[src/rtl/audio_key_ctrl_pkg.sv]
// audio_key_ctrl_pkg: shared FSM state encoding and slot-width helper for the record/playback controller
package audio_key_ctrl_pkg;
  typedef enum logic [2:0] {IDLE, WLOAD, REC, HOLD, RLOAD, PLAY} state_t;
  function automatic int slot_w(input int n);
    return (n > 1) ? $clog2(n) : 1;
  endfunction
endpackage

[src/rtl/audio_key_ctrl_if.sv]
// audio_key_ctrl_if: board-key/DDR-gate inputs and record/playback control outputs
interface audio_key_ctrl_if
  import audio_key_ctrl_pkg::*;
#(parameter int KEY_NUM = 4, parameter int SLOT_W = slot_w(KEY_NUM));
  logic               ddr_init_done;
  logic [KEY_NUM-1:0] key;
  logic               record_en;
  logic               play_en;
  logic               wr_load;
  logic               rd_load;
  logic [SLOT_W-1:0]  slot;
  logic               busy;
  logic               rec_full;
  logic               play_done;
  modport slave(input ddr_init_done, key,
                output record_en, play_en, wr_load, rd_load, slot, busy, rec_full, play_done);
  modport master(output ddr_init_done, key,
                 input record_en, play_en, wr_load, rd_load, slot, busy, rec_full, play_done);
endinterface

[src/rtl/audio_key_ctrl_key_debounce.sv]
// key_debounce: 2-flop sync of one active-low key, tick-sampled debounce, registered press/release pulses
module key_debounce #(parameter int DEB_TICKS = 4) (
  input  logic clk50M,
  input  logic reset_n,
  input  logic i_tick,
  input  logic i_key,
  output logic o_press,
  output logic o_release
);
  localparam int CW = $clog2(DEB_TICKS) + 1;
  logic [1:0]    r_sync;
  logic          r_deb;
  logic [CW-1:0] r_cnt;
  always_ff @(posedge clk50M) begin
    if (!reset_n) begin
      r_sync    <= 2'b11;
      r_deb     <= 1'b1;
      r_cnt     <= '0;
      o_press   <= 1'b0;
      o_release <= 1'b0;
    end else begin
      r_sync    <= {r_sync[0], i_key};
      o_press   <= 1'b0;
      o_release <= 1'b0;
      if (i_tick) begin
        if (r_sync[1] == r_deb) r_cnt <= '0;
        else if (r_cnt == CW'(DEB_TICKS - 1)) begin
          r_cnt     <= '0;
          r_deb     <= r_sync[1];
          o_press   <= ~r_sync[1];
          o_release <= r_sync[1];
        end else r_cnt <= r_cnt + 1'b1;
      end
    end
  end
endmodule

[src/rtl/audio_key_ctrl.sv]
// audio_key_ctrl: multi-slot push-to-talk record/playback FSM driving DDR FIFO loaders, gated by DDR init
module audio_key_ctrl
  import audio_key_ctrl_pkg::*;
#(
  parameter int CLK_DIV_W = 16,
  parameter int KEY_NUM   = 4,
  parameter int DEB_TICKS = 4,
  parameter int LEN_W     = 32
) (
  input logic              clk50M,
  input logic              reset_n,
  audio_key_ctrl_if.slave  bus
);
  localparam int SLOT_W = slot_w(KEY_NUM);
  localparam logic [LEN_W-1:0] MAX_LEN = '1;

  logic [CLK_DIV_W-1:0] r_div;
  logic                 w_tick;
  logic [KEY_NUM-1:0]   w_press, w_rel;
  logic [SLOT_W-1:0]    w_low;
  state_t               r_state, w_next;
  logic [SLOT_W-1:0]    r_slot;
  logic [LEN_W-1:0]     r_len, r_play;
  logic [LEN_W-1:0]     r_slot_len [KEY_NUM];
  logic w_rec, w_play, w_wr, w_rd, w_full, w_done;
  logic r_record_en, r_play_en, r_wr_load, r_rd_load, r_busy, r_rec_full, r_play_done;

  assign w_tick = &r_div;

  for (genvar g = 0; g < KEY_NUM; g++) begin : g_key
    key_debounce #(.DEB_TICKS(DEB_TICKS)) u_deb (
      .clk50M   (clk50M),
      .reset_n  (reset_n),
      .i_tick   (w_tick),
      .i_key    (bus.key[g]),
      .o_press  (w_press[g]),
      .o_release(w_rel[g])
    );
  end

  always_comb begin
    w_low = '0;
    for (int i = KEY_NUM - 1; i >= 0; i--) if (w_press[i]) w_low = SLOT_W'(i);
  end

  always_comb begin
    w_next = r_state;
    w_rec  = 1'b0;
    w_play = 1'b0;
    w_wr   = 1'b0;
    w_rd   = 1'b0;
    w_full = 1'b0;
    w_done = 1'b0;
    case (r_state)
      IDLE:  w_next = (|w_press) ? WLOAD : IDLE;
      WLOAD: begin
        w_wr   = 1'b1;
        w_next = REC;
      end
      REC: begin
        w_rec = 1'b1;
        if (w_rel[r_slot]) w_next = RLOAD;
        else if (r_len == MAX_LEN) begin
          w_rec  = 1'b0;
          w_full = 1'b1;
          w_next = HOLD;
        end
      end
      HOLD:  w_next = w_rel[r_slot] ? RLOAD : HOLD;
      RLOAD: begin
        w_rd   = 1'b1;
        w_done = (r_slot_len[r_slot] == '0);
        w_next = w_done ? IDLE : PLAY;
      end
      PLAY: begin
        w_play = 1'b1;
        if (|w_press) begin
          w_play = 1'b0;
          w_next = WLOAD;
        end else if (r_play == r_slot_len[r_slot]) begin
          w_done = 1'b1;
          w_next = IDLE;
        end
      end
      default: w_next = IDLE;
    endcase
    // losing DDR kills the operation silently: no pulses, enables drop
    if (!bus.ddr_init_done) begin
      w_next = IDLE;
      {w_rec, w_play, w_wr, w_rd, w_full, w_done} = '0;
    end
  end

  always_ff @(posedge clk50M) begin
    if (!reset_n) begin
      r_div   <= '0;
      r_state <= IDLE;
      r_slot  <= '0;
      r_len   <= '0;
      r_play  <= '0;
      for (int i = 0; i < KEY_NUM; i++) r_slot_len[i] <= '0;
      {r_record_en, r_play_en, r_wr_load, r_rd_load, r_busy, r_rec_full, r_play_done} <= '0;
    end else begin
      r_div       <= r_div + 1'b1;
      r_state     <= w_next;
      r_record_en <= w_rec;
      r_play_en   <= w_play;
      r_wr_load   <= w_wr;
      r_rd_load   <= w_rd;
      r_rec_full  <= w_full;
      r_play_done <= w_done;
      r_busy      <= (w_next != IDLE);
      if (w_next == WLOAD) r_slot <= w_low;
      if (r_state == WLOAD) r_len <= '0;
      else if (r_state == REC && w_tick && r_len != MAX_LEN) r_len <= r_len + 1'b1;
      if (r_state == RLOAD) r_play <= '0;
      else if (r_state == PLAY && w_tick) r_play <= r_play + 1'b1;
      if (r_state == REC && w_next == RLOAD) r_slot_len[r_slot] <= r_len;
      if (w_full) r_slot_len[r_slot] <= MAX_LEN;
    end
  end

  assign bus.record_en = r_record_en;
  assign bus.play_en   = r_play_en;
  assign bus.wr_load   = r_wr_load;
  assign bus.rd_load   = r_rd_load;
  assign bus.slot      = r_slot;
  assign bus.busy      = r_busy;
  assign bus.rec_full  = r_rec_full;
  assign bus.play_done = r_play_done;
endmodule

[src/flat_wrapper.sv]
// flat-port wrapper written by rule: the top's interface ports become plain ports
module audio_key_ctrl_flat import audio_key_ctrl_pkg::*;
#(
  parameter int CLK_DIV_W = 16,
  parameter int KEY_NUM   = 4,
  parameter int DEB_TICKS = 4,
  parameter int LEN_W     = 32
)
  (clk50M, reset_n, bus_ddr_init_done, bus_key, bus_record_en, bus_play_en, bus_wr_load, bus_rd_load, bus_slot, bus_busy, bus_rec_full, bus_play_done);
  audio_key_ctrl_if #(.KEY_NUM(KEY_NUM)) bus_i ();
  input logic clk50M;
  input logic reset_n;
  input wire logic [$bits(bus_i.ddr_init_done)-1:0] bus_ddr_init_done;
  input wire logic [$bits(bus_i.key)-1:0] bus_key;
  output wire logic [$bits(bus_i.record_en)-1:0] bus_record_en;
  output wire logic [$bits(bus_i.play_en)-1:0] bus_play_en;
  output wire logic [$bits(bus_i.wr_load)-1:0] bus_wr_load;
  output wire logic [$bits(bus_i.rd_load)-1:0] bus_rd_load;
  output wire logic [$bits(bus_i.slot)-1:0] bus_slot;
  output wire logic [$bits(bus_i.busy)-1:0] bus_busy;
  output wire logic [$bits(bus_i.rec_full)-1:0] bus_rec_full;
  output wire logic [$bits(bus_i.play_done)-1:0] bus_play_done;
  assign bus_i.ddr_init_done = bus_ddr_init_done;
  assign bus_i.key = bus_key;
  assign bus_record_en = bus_i.record_en;
  assign bus_play_en = bus_i.play_en;
  assign bus_wr_load = bus_i.wr_load;
  assign bus_rd_load = bus_i.rd_load;
  assign bus_slot = bus_i.slot;
  assign bus_busy = bus_i.busy;
  assign bus_rec_full = bus_i.rec_full;
  assign bus_play_done = bus_i.play_done;
  audio_key_ctrl #(.CLK_DIV_W(CLK_DIV_W), .KEY_NUM(KEY_NUM), .DEB_TICKS(DEB_TICKS), .LEN_W(LEN_W)) u_core (.clk50M(clk50M), .reset_n(reset_n), .bus(bus_i));
endmodule
[config.mk]
export PLATFORM = sky130hd
export DESIGN_NAME = audio_key_ctrl_flat
export DESIGN_NICKNAME = d
export VERILOG_FILES = /design/src/rtl/audio_key_ctrl_pkg.sv /design/src/rtl/audio_key_ctrl_if.sv /design/src/rtl/audio_key_ctrl_key_debounce.sv /design/src/rtl/audio_key_ctrl.sv /design/src/flat_wrapper.sv
export SDC_FILE = /design/constraint.sdc
export NUM_CORES = 1
export LEC_CHECK = 0
export BUFFER_PORTS_ARGS = -buffer_cell sky130_fd_sc_hd__buf_4
export CAP_MARGIN = 0
export CORE_UTILIZATION = 40
export CTS_BUF_LIST = sky130_fd_sc_hd__clkbuf_8
export DETAILED_ROUTE_END_ITERATION = 12
export GPL_ROUTABILITY_DRIVEN = 0
export MAX_ROUTING_LAYER = met4
export PLACE_DENSITY = 0.55
export SYNTH_ARGS = -nofsm -noshare
export SYNTH_HDL_FRONTEND = slang
export SYNTH_SLANG_ARGS = --single-unit
export TNS_END_PERCENT = 5
[constraint.sdc]
create_clock -name clk50M -period 6.99 [get_ports clk50M]
set_input_delay 1.7475 -clock clk50M [delete_from_list [all_inputs] [get_ports clk50M]]
set_output_delay 1.7475 -clock clk50M [all_outputs]
set_load 0.005 [all_outputs]
==> metrics, run 1 <==
final setup fails=0; FF-to-FF End=u_core.r_slot_len[0][4]; worst skew pair latency=just under 0.6 ns; die height=about 170 um; # Post-CTS Setup Buffers=0; CTS resizes=0; share of cells above drive strength 1=approximately an eighth; largest net degree at the start of global routing=56; Syn Std Cell Area=11700 um2; TritonCTS clock tree=done; via count=roughly 7900; top cell type by total area after synthesis=edfxtp_1; async set or reset register ratio after synthesis=0%; critical path cell sequence=buf_4 -> nand2_1 -> nor2_1 -> and3_1 -> or2_1 -> buf_4 -> nand2_1 -> nand2_1 -> buf_4; Post-Route Setup TNS=0 ns; Num CTS Buffers=46; hold crit path type=reg -> reg; WL final=~28000 um; num ports=16; most frequent cell after synthesis=edfxtp_1; Horiz. Die Dim=around 170 um; Syn Nets=roughly 1100; Tcrit/Tclk final=around 67%; CTS Root Cell=clkbuf_8; H-tree level count=2; critical path's slowest cell=nand2_1; RSZ-0062 raised after global routing=no; CTS Buffer Depth=3; Port Buffers=15; worst-case reg-to-reg path depth=9; switching share of power=between 20% and 30%; DRC=0; DRT iter0 DRCs=roughly 540; core area=28800 um2; global-route wire length before repair=approximately 44000 um; worst slack, placed=1.69 ns; Switch Pwr=a little under 700 uW; average vias per placed instance=approximately 5.3; clock slew at reported path FFs=0.05 ns; post-DR wirelength/cell=18.9 um; Die Area=30000 um2; CTS sink cnt=about 250; Syn Area/Cell=roughly 11 um2; Peak VDD IR=0.138 mV; PwrDens=roughly 230 nW/um2; vias in the first global route=~7600; Seq pwr share=~54%; f_max=about 0.22 GHz; top cell type's share of synthesized area=about a third; final global-route overflow total=0; Top FF cell, synth=edfxtp_1; leakage dissipation=around 0.0045 uW; CP Class=in -> reg; reg2reg setup slack=between 2 and 3 ns; worst hold path endpoint=u_core.g_key[3].u_deb.r_sync[1]; Worst Hold Depth=1; post-synthesis instance total=approximately 1000; critical path required time=just over 7 ns; fillers=2706; Max-Cap Viols=0; startpoint of the worst-slack reg-to-reg timing path=u_core.bus.slot[0]; Pre-antenna DRT Iters=5; Clock Skew=roughly 0.035 ns; Final nets=about 1100; gr usage total=approximately a fifth; Internal Power=~2300 uW; Crit. End Element=flop; sequential share of the synthesized area=roughly 54%; P&R area growth vs syn=11.1%; DPL Wire Length=~19000 um; Initial Util=around two fifths; status=completed; critical path buffer and inverter count=3; Area after DPL=about 12000 um2; crit path DAT=about 4.9 ns; hold wc startpoint=u_core.g_key[3].u_deb.r_sync[0]; fin. max-slew vios=0; Yosys warning count=0; top cells by count, synth=128 x edfxtp_1, 126 x dfxtp_1, 97 x and2_1; Combinational Power Share=about 2.6%; dominant cells by area after synthesis=edfxtp_1 33%, dfxtp_1 22%, mux4_2 5.2%, and2_1 5.2%, xnor2_1 3.7%; crit path time final=4.65 ns; Post-synth EDFFs=roughly 130; Synth cell types=67; final setup margin=between 2 and 2.5 ns; Fin. Hold Viols=0; CP max stage delay=between 0.6 and 0.7 ns; finished layout cell area=13000 um2; Rel. slew slack=around a quarter; Top Family by Delay on Critical Path=simple AND/OR/NAND/NOR gates; post-synthesis register bit count=around 250; CP Max Fanout=55; crit path launch=reset_n; # rows=62; initial antenna violation count=0; antenna-violating nets left=0; CP Launch Type=primary input; Worst-Margin Slew=roughly 1.1 ns; clock share of power=about 43%; hold-fix buffers at CTS=0
sequential cells by signal, summed over array words and instances, names as in the netlist, named ones only:
register and flops:
u_core.bus.rd_load 1, u_core.bus.play_done 1, u_core.r_div 16, u_core.g_key.u_deb.o_release 4, u_core.g_key.u_deb.r_sync 8, u_core.r_slot_len 128, u_core.bus.rec_full 1, u_core.bus.wr_load 1
u_core.bus.slot 2, u_core.bus.record_en 1, u_core.r_play 32, u_core.r_state 3, u_core.bus.busy 1, u_core.r_len 32, u_core.g_key.u_deb.r_cnt 12, u_core.bus.play_en 1
u_core.g_key.u_deb.o_press 4, u_core.g_key.u_deb.r_deb 4
worst max-delay path by stage:
stage	to	cells after the start	slack, ns
floorplan	u_core.r_slot_len[2][0]	7	1.58
global placement	u_core.r_slot_len[0][3]	9	1.77
detailed placement	u_core.r_slot_len[0][22]	9	1.69
CTS	u_core.r_slot_len[0][4]	9	2.29
global route	u_core.r_slot_len[0][28]	9	1.94
finish	u_core.r_slot_len[0][4]	9	2.34
cell families (layout without fill, tap and decap cells):
kind of cell	Yosys count	in the layout	synth area share, %
AO/OA/AOI/OAI	76	76	4.29
XOR/XNOR	95	95	7.10
adder cells (fa/ha/maj)	7	7	0.748
buffers and inverters	62	123	2.60
flip-flops	254	254	54.3
multiplexers	45	45	7.30
other	0	1	0
AND/OR/NAND/NOR	502	502	23.6
power by group through the flow:
stage	clock network [uW]	registers [uW]	logic (uW)
6_report	1300	1630	79.4
5_1_grt	1400	1630	86.6
4_1_cts	1340	1630	81.3
3_5_place_dp	0	1660	81.2
3_3_place_gp	0	1660	80.3
2_1_floorplan	0	1650	53.7
routing by layer:
metal / up-vias / part of all wire (%) / GRT usage [%] / wire [um]
li1: 3834 / - / - / -
met2: 181 / 45 / 29.7 / 12600
met4: 0 / 2.6 / 6.86 / 735
met1: 3809 / 47 / 26.0 / 13300
met5: - / 0 / - / 0
met3: 54 / 5.0 / 3.58 / 1390
placed cells by master (no fill, tap or decap), types with 3 or more instances in the layout:
cell type and n:
o21ai_2 4, and4_1 10, mux2i_1 13, nor4_2 3
and2_1 97, or3_1 18, clkinv_1 6, nand3_1 48
a21oi_1 23, and3_1 42, xnor2_1 50, o21ai_0 19
nor4b_1 5, ha_1 7, nand4b_1 4, inv_1 33
nand4_1 24, nor3b_1 4, nor2_1 92, dfxtp_1 124
edfxtp_1 128, nand2b_1 18, clkinv_2 5, nor3_1 21
nor4_1 28, nand2_1 62, buf_4 27, mux4_2 27
a21boi_0 6, xor2_1 45, nor2_2 4, nor2b_1 10
clkbuf_8 48, mux4_1 4
stage by stage:
stage | total power (uW) | std cells | hold WS, ns | utilization (%)
after floorplan | 1700 | 1041 | 0.386 | -
after global placement | 1740 | 1402 | 0.391 | 42.2
after detailed placement | 1740 | 1402 | 0.391 | 42.2
after CTS | 3040 | 1486 | 0.404 | 45.2
after global routing | 3120 | 1486 | 0.427 | 45.2
final | 3000 | 1487 | 0.402 | 45.2
final cells by class:
type / count / area [um2] / share of cell area [%]
flip-flops and latches: 254 / 6370 / 48.9
multi-input cells: 725 / 5060 / 38.9
clock buffers: 48 / 661 / 5.08
well taps: 384 / 480 / 3.69
repair buffers: 27 / 203 / 1.56
clock inverters: 36 / 193 / 1.48
inverters: 12 / 45.0 / 0.346
diodes: 1 / 2.50 / 0.0192
Note: power is estimated with default switching activity, not from simulation.
==> run 2: changes to the inputs <==
clock period = 4.3 ns   (was 6.99 ns; I/O delays follow)
==> metrics, run 2 (same netlist as run 1, synthesis figures left out) <==
status=completed; Initial Util=40.7% (unchanged); global-route wire length before repair=45200 um (+3.4%); number of flip-flops in the largest register=128 (unchanged); Fin. Hold Viols=0 (unchanged); TritonCTS clock tree=done; H-tree level count=2 (unchanged); crit path DAT=3.75 ns (-1.16 ns); most frequent cells in the layout=128 x edfxtp_1, 124 x dfxtp_1, 97 x and2_1; largest net degree at the start of global routing=54 (-3.6%); worst skew pair latency=0.56 ns (-0.02 ns); register with the most flip-flops=u_core.r_slot_len; CP Class=reg -> reg; DPL Wire Length=19700 um (+2.0%); Port Buffers=15 (unchanged); hold crit path type=reg -> reg; CP Launch Type=flop; average vias per placed instance=5.31 (+0.17%); Rel. slew slack=17.7% (-8.8 points); Peak VDD IR=0.300 mV (+120%); antenna-violating nets left=0 (unchanged); # rows=62 (unchanged); placed cells=1411 (+0.64%); RSZ-0062 raised after global routing=no; Clock Skew=0.0262 ns (-0.00873 ns); leakage dissipation=0.00455 uW (+1.5%); P&R area growth vs syn=12.1%; Max-Cap Viols=0 (unchanged); Pre-antenna DRT Iters=5 (unchanged); f_max=0.284 GHz; initial antenna violation count=0 (unchanged); Worst-Margin Slew=1.23 ns (+0.131 ns); Die Area=30000 um2 (unchanged); clock slew at reported path FFs=0.06 ns (about the same); DRT iter0 DRCs=735 (+37%); # diodes=0 (-1); Post-Route Setup TNS=0 ns (unchanged); gr usage total=20.1% (+0.64 points); CTS Root Cell=clkbuf_8; WL final=28800 um (+2.8%); post-route insts no fill=1493 (+0.40%); final global-route overflow total=0 (unchanged); Final nets=1087 (+0.65%); Tcrit/Tclk final=about 82%; Crit. End Element=flop; CTS Buffer Depth=3 (unchanged); Num CTS Buffers=44 (-4.3%); Top Registers=u_core.r_slot_len x128, u_core.r_len x32, u_core.r_play x32; # Post-CTS Setup Buffers=0 (unchanged); die height=173 um (unchanged); CTS sink cnt=254 (unchanged); critical path required time=4.53 ns (-2.72 ns); DRC=0 (unchanged); num ports=16 (unchanged); post-DR wirelength/cell=19.3 um (+2.4%); Total Power=4990 uW (+66%); reg2reg setup slack=0.78 ns (-1.99 ns); CP Max Fanout=20 (-64%); crit path time final=roughly 3.5 ns; share of cells above drive strength 1=13.1% (+0.92 points); via count=7923 (+0.57%); commonest non-fill, non-tap cell in the layout=edfxtp_1; PwrDens=380 nW/um2 (+65%); fin. max-slew vios=0 (unchanged); vias in the first global route=7836 (+2.6%); Horiz. Die Dim=173 um (unchanged); hold-fix buffers at CTS=0 (unchanged); final setup fails=0 (unchanged); core area=28800 um2 (unchanged); CTS resizes=0 (unchanged)
## run 2: cell count changes in the layout (fill, tap and decap cells not counted)
cell      before  now
buf_4         27   36
clkinv_2       5    0
clkbuf_8      48   55
clkinv_8       2    1
inv_6          0    1
clkinv_1       6    2
diode_2        1    0
## run 2: path summary, 6_finish.rpt
kind | startpoint | end | cells after the start
max | u_core.bus.slot[0] | u_core.r_slot_len[1][12] | 10
max reg2reg | u_core.bus.slot[0] | u_core.r_slot_len[1][12] | 10
min reg2reg | u_core.g_key[1].u_deb.r_sync[0] | u_core.g_key[1].u_deb.r_sync[1] | 1
min | u_core.g_key[1].u_deb.r_sync[0] | u_core.g_key[1].u_deb.r_sync[1] | 1
## run 2: area by class of cell
type                            instances  area (um2)
Clock buffer                           55         757
Clock inverter                         27         145
Fill cell                            2692       15700
Inverter                               12        45.0
Multi-Input combinational cell        725        5060
Sequential cell                       254        6370
Tap cell                              384         480
Timing Repair Buffer                   36         270
## run 2: critical path, stage by stage, from the launching register on
cell	delay [ns]
dfxtp_1	0.49
mux4_2	0.61
nand2b_4	0.17
nor4_2	0.34
and3_1	0.36
or2_1	0.16
buf_4	0.21
nand2_2	0.09
or2_1	0.33
nand2_1	0.13
buf_4	0.30
## run 2: metal layers
metal  track usage (%)  vias up  routed length (um)
li1                  -     3837                   -
met1              27.6     3876               14000
met2              30.5      159               13000
met3              3.52       51                1260
met4              5.68        0                 586
met5                 -        -                   0
## run 2: per-stage QoR
stage / setup WS, ns / area, um2 / util (%) / hold slack (ns)
6_report: 0.782 / 13100 / 45.6 / 0.404
5_1_grt: 0.570 / 13100 / 45.6 / 0.419
4_1_cts: 0.776 / 13100 / 45.6 / 0.404
3_5_place_dp: 0.818 / 12200 / 42.5 / 0.391
3_3_place_gp: 0.874 / 12200 / 42.5 / 0.389
2_1_floorplan: 0.434 / 11700 / - / 0.386
## run 2: report_power, final
part | internal, uW | switching, uW
logic | 51.4 | 79.9
clock network | 1220 | 995
registers | 2610 | 37.5
